## config.mk

```make
export PLATFORM = sky130hd
export DESIGN_NAME = alu_pipe
export DESIGN_NICKNAME = d
export VERILOG_FILES = /design/src/rtl/alu_pipe.sv
export SDC_FILE = /design/constraint.sdc
export NUM_CORES = 1
export LEC_CHECK = 0
export BUFFER_PORTS_ARGS = -buffer_cell sky130_fd_sc_hd__buf_2
export CORE_UTILIZATION = 40
export DETAILED_ROUTE_END_ITERATION = 10
export GPL_TIMING_DRIVEN = 0
export HOLD_SLACK_MARGIN = 0.05
export SYNTH_ARGS = -nofsm -noshare
export SYNTH_HDL_FRONTEND = slang
export SYNTH_SLANG_ARGS = --single-unit
export TNS_END_PERCENT = 50
```

## constraint.sdc

```tcl
create_clock -name clk -period 6.5 [get_ports clk]
set_input_delay 0 -clock clk [delete_from_list [all_inputs] [get_ports clk]]
set_output_delay 0 -clock clk [all_outputs]
set_load 0.05 [all_outputs]
```

## src/rtl/alu_pipe.sv

```systemverilog
// Purpose : registered 32-function ALU (16 arithmetic, 16 logic) with a chainable carry register.
// Latency : 1 cycle from accept (in_valid && in_ready) to out_valid.
// Backpr. : in_ready = !out_valid || out_ready; a stalled result holds all out_* stable.
//
// Ports:
//   clk, rst_n                 clock, synchronous active-low reset
//   in_valid/in_ready          request handshake
//   in_a, in_b                 WIDTH-bit operands
//   in_cin, in_chain           carry-in; in_chain=1 selects the stored carry instead
//   in_mode, in_sel            0 arithmetic / 1 logic, 4-bit function select
//   out_valid/out_ready        result handshake
//   out_result, out_cout       result and carry-out (0 for logic ops)
//   out_zero, out_neg          result flags
//   out_equal                  in_a == in_b for the transaction
//   out_ovf                    signed overflow, present only when ALU_PIPE_OVF_EN is defined
module alu_pipe #(
    parameter int WIDTH = 16
) (
    input  logic             clk,
    input  logic             rst_n,
    input  logic             in_valid,
    output logic             in_ready,
    input  logic [WIDTH-1:0] in_a,
    input  logic [WIDTH-1:0] in_b,
    input  logic             in_cin,
    input  logic             in_chain,
    input  logic             in_mode,
    input  logic [3:0]       in_sel,
    output logic             out_valid,
    input  logic             out_ready,
    output logic [WIDTH-1:0] out_result,
    output logic             out_cout,
    output logic             out_zero,
    output logic             out_neg,
`ifdef ALU_PIPE_OVF_EN
    output logic             out_ovf,
`endif
    output logic             out_equal
);

    localparam logic [WIDTH-1:0] ONES = '1;

    logic             carry_q;
    logic             accept;
    logic             cin_eff;
    logic [WIDTH-1:0] op_x;
    logic [WIDTH-1:0] op_y;
    logic [WIDTH:0]   sum;
    logic [WIDTH-1:0] logic_res;
    logic [WIDTH-1:0] nxt_result;
    logic             nxt_cout;

    assign in_ready = !out_valid || out_ready;
    assign accept   = in_valid && in_ready;

    // carry_q is read before this edge's update, so a chained op sees the previous carry.
    assign cin_eff = in_chain ? carry_q : in_cin;

    // Arithmetic operand selection: result = X + Y + c.
    always_comb begin
        op_x = in_a;
        op_y = '0;
        case (in_sel)
            4'd0:  begin op_x = in_a;           op_y = '0;              end
            4'd1:  begin op_x = in_a | in_b;    op_y = '0;              end
            4'd2:  begin op_x = in_a | ~in_b;   op_y = '0;              end
            4'd3:  begin op_x = ONES;           op_y = '0;              end
            4'd4:  begin op_x = in_a;           op_y = in_a & ~in_b;    end
            4'd5:  begin op_x = in_a | in_b;    op_y = in_a & ~in_b;    end
            4'd6:  begin op_x = in_a;           op_y = ~in_b;           end
            4'd7:  begin op_x = in_a & ~in_b;   op_y = ONES;            end
            4'd8:  begin op_x = in_a;           op_y = in_a & in_b;     end
            4'd9:  begin op_x = in_a;           op_y = in_b;            end
            4'd10: begin op_x = in_a | ~in_b;   op_y = in_a & in_b;     end
            4'd11: begin op_x = in_a & in_b;    op_y = ONES;            end
            4'd12: begin op_x = in_a;           op_y = in_a;            end
            4'd13: begin op_x = in_a | in_b;    op_y = in_a;            end
            4'd14: begin op_x = in_a | ~in_b;   op_y = in_a;            end
            default: begin op_x = in_a;         op_y = ONES;            end
        endcase
    end

    assign sum = {1'b0, op_x} + {1'b0, op_y} + {{WIDTH{1'b0}}, cin_eff};

    always_comb begin
        logic_res = '0;
        case (in_sel)
            4'd0:  logic_res = ~in_a;
            4'd1:  logic_res = ~(in_a | in_b);
            4'd2:  logic_res = ~in_a & in_b;
            4'd3:  logic_res = '0;
            4'd4:  logic_res = ~(in_a & in_b);
            4'd5:  logic_res = ~in_b;
            4'd6:  logic_res = in_a ^ in_b;
            4'd7:  logic_res = in_a & ~in_b;
            4'd8:  logic_res = ~in_a | in_b;
            4'd9:  logic_res = ~(in_a ^ in_b);
            4'd10: logic_res = in_b;
            4'd11: logic_res = in_a & in_b;
            4'd12: logic_res = ONES;
            4'd13: logic_res = in_a | ~in_b;
            4'd14: logic_res = in_a | in_b;
            default: logic_res = in_a;
        endcase
    end

    assign nxt_result = in_mode ? logic_res : sum[WIDTH-1:0];
    assign nxt_cout   = !in_mode && sum[WIDTH];

`ifdef ALU_PIPE_OVF_EN
    // Carry into the MSB is recovered from the MSB sum bit; compare it with the carry out.
    logic nxt_ovf;
    assign nxt_ovf = !in_mode && ((op_x[WIDTH-1] ^ op_y[WIDTH-1] ^ sum[WIDTH-1]) ^ sum[WIDTH]);

    always_ff @(posedge clk) begin
        if (!rst_n) begin
            out_ovf <= 1'b0;
        end else if (accept) begin
            out_ovf <= nxt_ovf;
        end
    end
`endif

    always_ff @(posedge clk) begin
        if (!rst_n) begin
            out_valid  <= 1'b0;
            out_result <= '0;
            out_cout   <= 1'b0;
            out_zero   <= 1'b1;
            out_neg    <= 1'b0;
            out_equal  <= 1'b0;
            carry_q    <= 1'b0;
        end else begin
            if (accept) begin
                out_valid  <= 1'b1;
                out_result <= nxt_result;
                out_cout   <= nxt_cout;
                out_zero   <= (nxt_result == '0);
                out_neg    <= nxt_result[WIDTH-1];
                out_equal  <= (in_a == in_b);
                if (!in_mode) begin
                    carry_q <= sum[WIDTH];
                end
            end else if (out_ready) begin
                out_valid <= 1'b0;
            end
        end
    end

endmodule

```

# Word level (Yosys, flattened, before mapping)
# Cells that the tools add are included.
[classes]
reduce_logical = 15
n_mux = 7
n_eq_ne = 15
add_sub_neg = 2
bitwise = 13
[ops]
columns = ["op", "count"]
rows = [
  ["$pmux W16 S15", 1],
  ["$pmux W16 S6", 1],
  ["$not A16 Y16", 5],
  ["$pmux W16 S5", 1],
  ["$and A16 B16 Y16", 3],
  ["$or A16 B16 Y16", 3],
  ["$eq A4 B4 Y1 const B", 7],
  ["$add A16 B16 Y17", 1],
  ["$add A17 B1 Y17", 1],
  ["$eq A16 B16 Y1", 1],
  ["$eq A4 B3 Y1 const B", 4],
  ["$logic_not A16 Y1", 1],
  ["$mux W16", 1],
  ["$xor A16 B16 Y16", 1],
  ["$reduce_or A3 Y1", 3],
  ["$eq A4 B2 Y1 const B", 2],
  ["$eq A4 B1 Y1 const B", 1],
  ["$logic_not A4 Y1", 1],
  ["$reduce_or A2 Y1", 2],
  ["$reduce_or A4 Y1", 1],
  ["$mux W1", 3],
  ["$logic_and A1 B1 Y1", 2],
  ["$logic_not A1 Y1", 2],
  ["$reduce_and A2 Y1", 1],
  ["3 further kinds", 3],
]
[totals]
output_inout_bits = 22
register_bits = 22
word_cells = 59
inputBits = 43

# Logic depth before layout (Yosys ltp)
[depth]
ltp_word = 7
mapped_depth = 20
ltp_nobuf = 16

# Least setup slack after synthesis
# No wires, ideal clock.
[synth_timing]
path_kind = "input to register"
start = "in in_sel[0]"
end = "reg out_zero"
setup_ns = 0.096
t_required_ns = 6.404
stages = 18
path_slack_ns = 2.489
path_buffers = 3
arrival_ns = 3.915
path_cell_list = "buf_6 -> clkbuf_1 -> buf_1 -> a21oi_1 -> a31oi_1 -> o21ai_1 -> o32a_1 -> fa_1 -> fa_1 -> a21o_1 -> a21oi_1 -> o21ai_0 -> a311oi_1 -> o32a_1 -> o211ai_1 -> nor4_1 -> nand4_1 -> o41ai_2"
[synth_between]
elab_chain_len = 7
word_cells_on_any_way = 28
classes_between = "2 x add/sub; 14 x eq/ne; 4 x mux; 8 x reduce/logical"
[synth_rtl]
columns = ["item", "line", "rtl"]
rows = [
  ["from (decl)", "28", "input logic [3:0] in_sel,"],
  ["$eq A4 B2 Y1, or another cell as far along", "63, 87", ""],
  ["$reduce_or A4 Y1 (no source line), or another cell as far along", "n/a", ""],
  ["$pmux W16 S6 or $pmux W16 S5 (tied branches)", "63", "case (in_sel)"],
  ["$add A16 B16 Y17", "83", "assign sum = {1'b0, op_x} + {1'b0, op_y} + {{WIDTH{1'b0}}, cin_eff};"],
  ["$add A17 B1 Y17", "83", ""],
  ["$mux W16 *", "107", "assign nxt_result = in_mode ? logic_res : sum[WIDTH-1:0];"],
  ["$logic_not A16 Y1 *", "138", "out_zero <= (nxt_result == '0);"],
  ["to (signal assigned)", "138", ""],
  ["to (decl)", "33", "output logic out_zero,"],
]
# Mark *: on every way between the ends. The rest lies on a longest branch, timed or not.
# A chain may end at the register's enable or synchronous reset.

# Worst setup path after layout
# Same ends and word-level chain as after synthesis.

==> out/metrics.yaml <==
vias: 6945
hpwl_um: 19100
diodes: 0
multi_input_area_sq_um: 4700
finalClockSkew_ps: 1.57
leakage_uw: 0.00280
fp-row-count: 43
stdcell_area_sq_um: 6310
finalHoldViolations: 0
cp_cell_sequence: "buf_2, buf_6, clkbuf_1, buf_1, a21oi_1, a31oi_1, o21ai_1, clkbuf_1, o32a_1, ha_1, buf_2, o21a_1, o211a_1, a2111oi_1, o41a_1, nor2b_1, nor2_1, mux2i_1, nand2_1, o41ai_2"
vias_per_cell: 6.65
tns_ps: 0
syn_nets: 919
die_w_um: 121
routedWlPerCell_um: 23.9
seq_power_share: 0.160
setup_viol: 0
drv_cap: 0
whs_path_depth: 3
min_from: "out_ready"
whs_ps: 98.1
syn-cell-area_sq_um: 5660
fillers: 1489
grt-ovfl-total: 0
worst_ep_required_time_ps: 6660
grt_start_max_net_pins: 13
start_util: 0.409
p_sw_frac: 0.507
drc: 2
r2r_slack_ps: 2720
worst-path-buf-inv: 6
outcome: "finished with violations"
violations: "DRC"
internal_power_uw: 455
clk_latency_ps: 250
seq_area_sq_um: 420
ys_ff_latch: 21
ant_nets: 0
r2r-start: "carry_q$_SDFFE_PN0P_"
ir_drop_uv: 126
async_reset_ff_frac: 0
die_h_um: 121
drv_slew: 0
synthDistinctLibCells: 79
rsz0062_at_grt: "false"
nets: 990
path_clk_slew_ps: 60
slew_headroom: 0.368
grt_pass1_vias: 6323
portBuffers: 64
layout-drive-gt1-share: 0.156
layout_min_cycle_time_ps: 5100
rr_endpoint: "out_zero$_SDFFE_PN1P_"
crit_family: "compound AO/OA/AOI/OAI gates"
power_frac_comb: 0.700
pre_cts_ws_ps: 1280
power_density_nw_per_um2: 146
endpoint_kind: "register"
ios: 65
fmaxAchievable_mhz: 196
rr_worst_depth: 12
cpMaxStageDelayCell: "a2111oi_1"
antenna_found_initial: 0
tightest_slew_ps: 943
hold_end: "out_valid$_SDFFE_PN0P_"
pwr-share-clk: 0.139
arrival_ps: 5260
ys_dominant_reg_cell: "dfxtp_1"
fin_crit_sh: 0.784
core_region_area_sq_um: 13800
drt-initial-drc-count: 933
numCtsBuffers: 3
firstDrtPassIters: 11
setup_ws_ps: 1400
clockBufferDepth: 2
grtUsageTotal: 0.338
ctsResizeCount: 0
cts_sinks: 21
syn_to_final_growth_pct: 11.5
yosysWarnings: 0
wl_um: 25000
synth-edff-count: 0
synth.yosys.seq_area_share: 0.0743
hold_buffers: 2
syn_inst: 795
cts_tree: "yes"
place_area_sq_um: 6210
hold_class: "input port to register"
cp_max_fo: 10
dieArea_sq_um: 14600
layout.cells.non_filler: 1045
cts.htree.levels: 1
switchingPower_uw: 468
place.gp.congestion: 1.01
cts_setup_buffers: 0
avgSynthCellArea_sq_um: 7.12
path_class: "input port to register"
dp_cells: 1039
grt_pass1_wl_um: 37100
start_kind: "input port"
cts_root_buf: "clkbuf_16"
cp_slowest_stage_delay_ps: 570
[stage by stage]
step / utilization / power [uW]
after floorplan: - / 592
after global placement: 0.449 / 776
after detailed placement: 0.449 / 777
after CTS: 0.456 / 909
after global routing: 0.456 / 977
final: 0.456 / 923
[tightest hold or removal path, stage by stage]
cell and delay, ps:
buf_2 70, nand2b_1 140, a21oi_1 80
[state kept, by name (all words and copies together) (netlist names)]
register and flops:
out_result 16, carry_q 1, out_cout 1, out_equal 1, out_valid 1, out_zero 1
[logic make-up (layout without fill, tap and decap cells)]
family          count (synthesis)  count (layout)  synth area share
compound gates                325             325             0.400
simple gates                  222             222             0.183
buf+inv                       112             182            0.0955
fa+ha+maj                      81              81             0.182
mux                            22              22            0.0464
flops                          21              21            0.0743
xor+xnor                       12              12            0.0186
[how the worst max path moves through the flow]
stage / startpoint / end / slack (ps) / cells after the start
finish: in_sel[0] / out_zero$_SDFFE_PN1P_ / 1400 / 20
floorplan: in_sel[0] / out_zero$_SDFFE_PN1P_ / 2490 / 18
global route: in_sel[0] / out_zero$_SDFFE_PN1P_ / 1040 / 19
detailed placement: in_sel[0] / out_zero$_SDFFE_PN1P_ / 1280 / 19
CTS: in_sel[0] / out_zero$_SDFFE_PN1P_ / 1540 / 19
global placement: in_sel[0] / out_zero$_SDFFE_PN1P_ / 1210 / 19
[cell usage in the layout, fill, tap and decap left out, types with 16 or more instances in the layout]
cell type,instances
buf_2,87
a21oi_1,83
ha_1,79
nor2_1,77
nand2_1,56
inv_1,44
o21ai_0,42
o22ai_1,31
a22oi_1,30
nand3_1,23
clkbuf_1,22
dfxtp_1,21
o32a_1,16
[area by class of cell]
| cell class | instances | area share |
|---|---|---|
| timing repair buffer | 66 | 0.0539 |
| tap | 180 | 0.0357 |
| sequential | 21 | 0.0666 |
| buffer | 65 | 0.0577 |
| multi-input combinational | 662 | 0.745 |
| inverter | 47 | 0.0280 |
| clock inverter | 1 | 0.000793 |
| clock buffer | 3 | 0.0119 |
[cell usage after synthesis (4+ instances only)]
library cell	instances	area (sq um)
a21oi_1	83	415
ha_1	79	988
nor2_1	77	289
nand2_1	56	210
inv_1	44	165
o21ai_0	42	210
o22ai_1	31	194
a22oi_1	30	225
buf_2	23	115
nand3_1	23	115
clkbuf_1	22	82.6
dfxtp_1	21	420
o32a_1	16	160
a211oi_1	15	113
mux2i_1	15	150
nand2b_1	11	68.8
a21o_1	10	75.1
nor3_1	10	50.1
buf_6	9	101
nor4_1	9	56.3
a31oi_1	8	50.1
nor2b_1	8	50.1
o21ai_1	8	40.0
xor2_1	8	70.1
buf_4	6	45.0
nand4_1	6	37.5
a2111oi_0	5	43.8
a221oi_1	5	43.8
a2bb2oi_1	5	43.8
o2111ai_1	5	43.8
o211a_1	5	50.1
o221ai_1	5	43.8
a211o_1	4	35.0
a311oi_1	4	35.0
and2_1	4	25.0
buf_1	4	15.0
mux2_2	4	45.0
o211ai_1	4	30.0
o21a_1	4	30.0
o22a_1	4	35.0
xnor2_1	4	35.0
[power by group through the flow]
stage	Clock, uW	Sequential [uW]	Combinational (uW)
after CTS	130	148	630
after detailed placement	0	151	626
final	129	148	647
after floorplan	0	193	399
after global placement	0	151	626
after global routing	134	149	693
[layer usage]
layer,vias to the layer above,global-route usage,share of wire
li1,3149,-,-
met1,3263,0.456,0.41
met2,438,0.508,0.42
met3,95,0.0461,0.10
met4,0,0.200,0.064
met5,-,0,0
Note: power is estimated with default switching activity, not from simulation.
